<file path="src/rtl/poly_stream_engine.sv">
// rtl/poly_stream_engine.sv - streaming per-lane (a+b) mod Q / (a-b) mod Q engine over a single-port polynomial RAM
// Optional feature: POLY_STREAM_RANGE_CHK_EN adds a sticky range_err for operand lanes >= Q.
module poly_stream_engine #(
  parameter int LANES   = 8,
  parameter int COEF_W  = 12,
  parameter int Q       = 3329,
  parameter int N_WORDS = 32,
  parameter int ADDR_W  = 8
) (
  input  logic                      clk,
  input  logic                      rst,
  input  logic                      start,
  input  logic                      op,
  input  logic [ADDR_W-1:0]         a_base,
  input  logic [ADDR_W-1:0]         b_base,
  input  logic [ADDR_W-1:0]         c_base,
  output logic                      r_en,
  output logic [ADDR_W-1:0]         r_addr,
  input  logic [LANES*COEF_W-1:0]   r_data,
  output logic                      w_en,
  output logic [ADDR_W-1:0]         w_addr,
  output logic [LANES*COEF_W-1:0]   w_data,
  output logic                      busy,
  output logic                      done,
  output logic                      range_err
);

  localparam int IDX_W = (N_WORDS > 1) ? $clog2(N_WORDS) : 1;
  localparam int DW    = LANES * COEF_W;
  localparam logic [COEF_W:0] QW = (COEF_W+1)'(Q);

  typedef enum logic [1:0] {IDLE, RUN, DRAIN, DONE} state_t;

  state_t            state, state_nx;
  logic              op_q;
  logic [ADDR_W-1:0] a_q, b_q, c_q;
  logic [IDX_W-1:0]  idx, b_idx;
  logic              phase, b_vld;
  logic [DW-1:0]     a_reg, result;
  logic              last_word;

  function automatic logic [COEF_W-1:0] lane_op(input logic sub, input logic [COEF_W-1:0] a,
                                                input logic [COEF_W-1:0] b);
    logic [COEF_W:0] s;
    if (!sub) begin
      s = {1'b0, a} + {1'b0, b};
      if (s >= QW) s = s - QW;
    end else begin
      s = {1'b0, a} - {1'b0, b};
      if (s[COEF_W]) s = s + QW;
    end
    return s[COEF_W-1:0];
  endfunction

  assign last_word = (idx == IDX_W'(N_WORDS - 1));

  always_ff @(posedge clk) begin
    if (rst) state <= IDLE;
    else     state <= state_nx;
  end

  always_comb begin
    state_nx = state;
    case (state)
      IDLE:    if (start) state_nx = RUN;
      RUN:     if (phase && last_word) state_nx = DRAIN;
      DRAIN:   if (phase) state_nx = DONE;
      DONE:    state_nx = IDLE;
      default: state_nx = IDLE;
    endcase
  end

  assign busy   = (state != IDLE);
  assign done   = (state == DONE);
  assign r_en   = (state == RUN);
  // Even phase reads A[i], odd phase reads B[i]; address parks at 0 when idle.
  assign r_addr = r_en ? ((phase ? b_q : a_q) + ADDR_W'(idx)) : '0;

  // r_data carries B[i] while b_vld is high; a_reg already holds A[i].
  always_comb begin
    result = '0;
    for (int k = 0; k < LANES; k++)
      result[k*COEF_W +: COEF_W] = lane_op(op_q, a_reg[k*COEF_W +: COEF_W], r_data[k*COEF_W +: COEF_W]);
  end

  always_ff @(posedge clk) begin
    if (rst) begin
      op_q   <= 1'b0;
      a_q    <= '0;
      b_q    <= '0;
      c_q    <= '0;
      idx    <= '0;
      phase  <= 1'b0;
      b_vld  <= 1'b0;
      b_idx  <= '0;
      a_reg  <= '0;
      w_en   <= 1'b0;
      w_addr <= '0;
      w_data <= '0;
    end else begin
      w_en  <= 1'b0;
      b_vld <= (state == RUN) && phase;
      b_idx <= idx;
      case (state)
        IDLE: begin
          phase <= 1'b0;
          idx   <= '0;
          if (start) begin
            op_q <= op;
            a_q  <= a_base;
            b_q  <= b_base;
            c_q  <= c_base;
          end
        end
        RUN: begin
          phase <= ~phase;
          if (phase) begin
            idx   <= idx + 1'b1;
            a_reg <= r_data;
          end
        end
        DRAIN:   phase <= ~phase;
        default: phase <= 1'b0;
      endcase
      if (b_vld) begin
        w_en   <= 1'b1;
        w_addr <= c_q + ADDR_W'(b_idx);
        w_data <= result;
      end
    end
  end

`ifdef POLY_STREAM_RANGE_CHK_EN
  function automatic logic any_ge_q(input logic [DW-1:0] w);
    logic r;
    r = 1'b0;
    for (int k = 0; k < LANES; k++)
      if ({1'b0, w[k*COEF_W +: COEF_W]} >= QW) r = 1'b1;
    return r;
  endfunction

  always_ff @(posedge clk) begin
    if (rst)
      range_err <= 1'b0;
    else if (state == IDLE && start)
      range_err <= 1'b0;
    else if (((state == RUN && phase) || b_vld) && any_ge_q(r_data))
      range_err <= 1'b1;
  end
`else
  assign range_err = 1'b0;
`endif

endmodule
</file>
<file path="config.mk">
export PLATFORM = sky130hd
export DESIGN_NAME = poly_stream_engine
export DESIGN_NICKNAME = d
export VERILOG_FILES = /design/src/rtl/poly_stream_engine.sv
export SDC_FILE = /design/constraint.sdc
export NUM_CORES = 1
export LEC_CHECK = 0
export CAP_MARGIN = 20
export CORE_ASPECT_RATIO = 0.75
export CORE_MARGIN = 2
export CORE_UTILIZATION = 45
export DETAILED_ROUTE_END_ITERATION = 16
export PLACE_DENSITY_LB_ADDON = 0.3
export SLEW_MARGIN = 15
export SYNTH_ARGS = -nofsm -noshare
export SYNTH_HDL_FRONTEND = slang
export SYNTH_SLANG_ARGS = --single-unit
</file>
<file path="constraint.sdc">
create_clock -name clk -period 5.1 [get_ports clk]
set_input_delay 1.02 -clock clk [delete_from_list [all_inputs] [get_ports clk]]
set_output_delay 1.02 -clock clk [all_outputs]
set_load 0.02 [all_outputs]
</file>
==> reports/metrics.cfg <==
[run_status]
status = complete, no violations

[synthesis]
avgSynthCellArea_um2 = 7.43
synthArstFlopShare = 0
syn_area_mm2 = 0.0231
ys.flop_type = dfxtp_1
ys_seq_elements = 240
syn_inst = 3109
yosysSeqAreaShare = 0.208
ys_warn_count = 0
yosysUniqueCellTypes = 101
synth_fp_nets = 3483
synth-edff-count = 0

[power]
irDropWorstVdd_uv = 235
finalPower_mw = 7.80
power.leakage_nw = 11.2
p_per_area_mw_per_mm2 = 286

[placed_design]
gp_congestion = 0.949
hpwl_mm = 52.0
postPlaceCellArea_mm2 = 0.0262
place.port_buffers = 239

[clock_network]
cts_resized = 0
postCtsSetupBuffers = 0
clk_latency_ns = 0.59
clockBufferDepth = 3
cts-root-buf = clkbuf_16
clock-sinks = 240
cts_max_level = 1
cts-hold-fix-buffers = 0
cts_tree = built
cts_inserted_buffers = 30
path_clk_slew_ns = 0.06

[run]
maxCapViolations = 0

[layout]
postLayoutCoreUtil = 0.540
nets = 3658
final_cell_mix = 400 x nand2_1, 298 x a21oi_1, 238 x dfxtp_1, 238 x clkdlybuf4s50_1, 236 x nor2_1
design_area_mm2 = 0.0272
num-fill-cells = 4861
area_growth_pct = 17.8
drive_above_1_share = 0.0572
final_common_cell = nand2_1

[min_path]
hp-start = a_q[3]$_SDFFE_PP0P_
hold_path.class = reg -> reg
min_to = a_q[3]$_SDFFE_PP0P_
whs_path_depth = 2

[drt]
wl_mm = 69.9
via_per_inst = 5.73
dr.pass1.iters = 5
drtAntennaViolNets = 0
routedWlPerCell_um = 17.6
vias = 22700
drc_errors = 0
detail_route.iter0.violations = 1632

[grt]
antenna_found_initial = 4
grt_pass1_wl_mm = 111
grtUsageTotal = 0.253
grt_pass1_vias = 20600
grt_max_degree = 71
overflow = 0

[timing]
min_period_ns = 4.54
relSlewSlack = 0.321
setup_violations = 0
worst_pin_slew_ns = 1.02
max_freq_mhz = 220
whs_ns = 0.455
slew_violations = 0
finClkSkew_ns = 0.0139
fin_setup_tns_ns = 0
finalHoldViolCount = 0
rsz0062_at_grt = false
fin_crit_sh = 0.890

[critical_path]
cp-end-kind = flip-flop
rr_endpoint = w_data[38]$_SDFFE_PP0P_
rrSetupSlack_ns = 1.19
cp_data_arrival_time_ns = 4.99
reg2reg_from = a_reg[36]$_SDFFE_PP0P_
crit_fanout = 7
critical_path_class = in -> reg
startpoint_type = input pin
r2r_cells = 12
cp_data_required_time_ns = 5.55

[floorplanning]
ios = 241
dieArea_mm2 = 0.0532
start_util = 0.458
fp-row-count = 71
die_height_um = 200
core_area_mm2 = 0.0505
die_w_um = 266

power by group:
| part | internal [mW] | switching, mW |
|---|---|---|
| logic | 1.36 | 2.00 |
| registers | 2.04 | 0.145 |
| clock network | 1.35 | 0.904 |
| total | 4.75 | 3.04 |
cell type report:
type / instances / area (um^2) / share of cell area
multi-input cells: 2496 / 16900 / 0.621
clock buffers: 43 / 891 / 0.0327
well taps: 657 / 822 / 0.0302
diodes: 1 / 2.50 / 0.0000919
inverters: 215 / 807 / 0.0296
flip-flops and latches: 240 / 4810 / 0.177
repair buffers: 301 / 2860 / 0.105
clock inverters: 10 / 133 / 0.00487
synth_stat cells, types with 25 or more instances:
| library cell | count | share of area |
|---|---|---|
| clkbuf_1 | 137 | 0.022 |
| nand2_1 | 402 | 0.065 |
| and3_1 | 37 | 0.010 |
| nand3_1 | 57 | 0.012 |
| a21oi_1 | 298 | 0.065 |
| a211oi_1 | 39 | 0.013 |
| ha_1 | 232 | 0.13 |
| nor2_1 | 242 | 0.039 |
| nand4_1 | 28 | 0.0076 |
| xnor2_1 | 157 | 0.060 |
| nand2b_1 | 37 | 0.010 |
| a21o_1 | 32 | 0.010 |
| mux2i_1 | 32 | 0.014 |
| nor2b_1 | 48 | 0.013 |
| nor3_1 | 73 | 0.016 |
| o21ai_0 | 114 | 0.025 |
| o21a_1 | 33 | 0.011 |
| and2_1 | 25 | 0.0068 |
| xor2_1 | 81 | 0.031 |
| or3_1 | 35 | 0.0095 |
| dfxtp_1 | 240 | 0.21 |
| inv_1 | 212 | 0.034 |
cell families after synthesis:
logic type | Yosys count | synth area share
AO/OA/AOI/OAI | 878 | 0.257
XOR/XNOR | 238 | 0.0902
adder cells (fa/ha/maj) | 250 | 0.141
buffers and inverters | 373 | 0.0626
flip-flops | 240 | 0.208
multiplexers | 39 | 0.0173
other | 1 | 0.000162
AND/OR/NAND/NOR | 1090 | 0.224
metrics by stage:
| stage | worst slack, ns | std cells |
|---|---|---|
| 2_1_floorplan | 0.814 | 3109 |
| 3_5_place_dp | 0.101 | 3909 |
| 5_1_grt | 0.185 | 3962 |
| 3_3_place_gp | 0.200 | 3909 |
| 4_1_cts | 0.551 | 3962 |
| 6_report | 0.562 | 3963 |
routing by layer:
metal  track usage  vias up  routed length [um]
met2         0.375      723               28500
li1              -    11400                   -
met3        0.0422       92                4880
met4        0.0540        6                1440
met1         0.380    10500               35100
met5             0        -                  35
worst max path at each step:
stage | from | depth (start not counted) | slack [ns] | to
final | r_data[36] | 13 | 0.56 | w_data[38]$_SDFFE_PP0P_
after detailed placement | r_data[24] | 13 | 0.10 | w_data[31]$_SDFFE_PP0P_
after global routing | r_data[63] | 13 | 0.19 | w_data[65]$_SDFFE_PP0P_
after floorplan | r_data[24] | 13 | 0.81 | w_data[31]$_SDFFE_PP0P_
after global placement | r_data[24] | 13 | 0.20 | w_data[26]$_SDFFE_PP0P_
after CTS | phase$_SDFF_PP0_ | 9 | 0.55 | r_addr[7]
critical path: stages:
cell	delay, ns
clkdlybuf4s50_1	0.46
ha_1	0.25
fa_1	0.40
nor2b_1	0.16
o221ai_1	0.31
a21oi_1	0.17
xnor2_1	0.28
o41ai_1	0.63
o21bai_2	0.17
o21ai_1	0.43
nand2_1	0.15
xnor2_1	0.14
a2111oi_0	0.41
(Power assumes the default switching activity.)
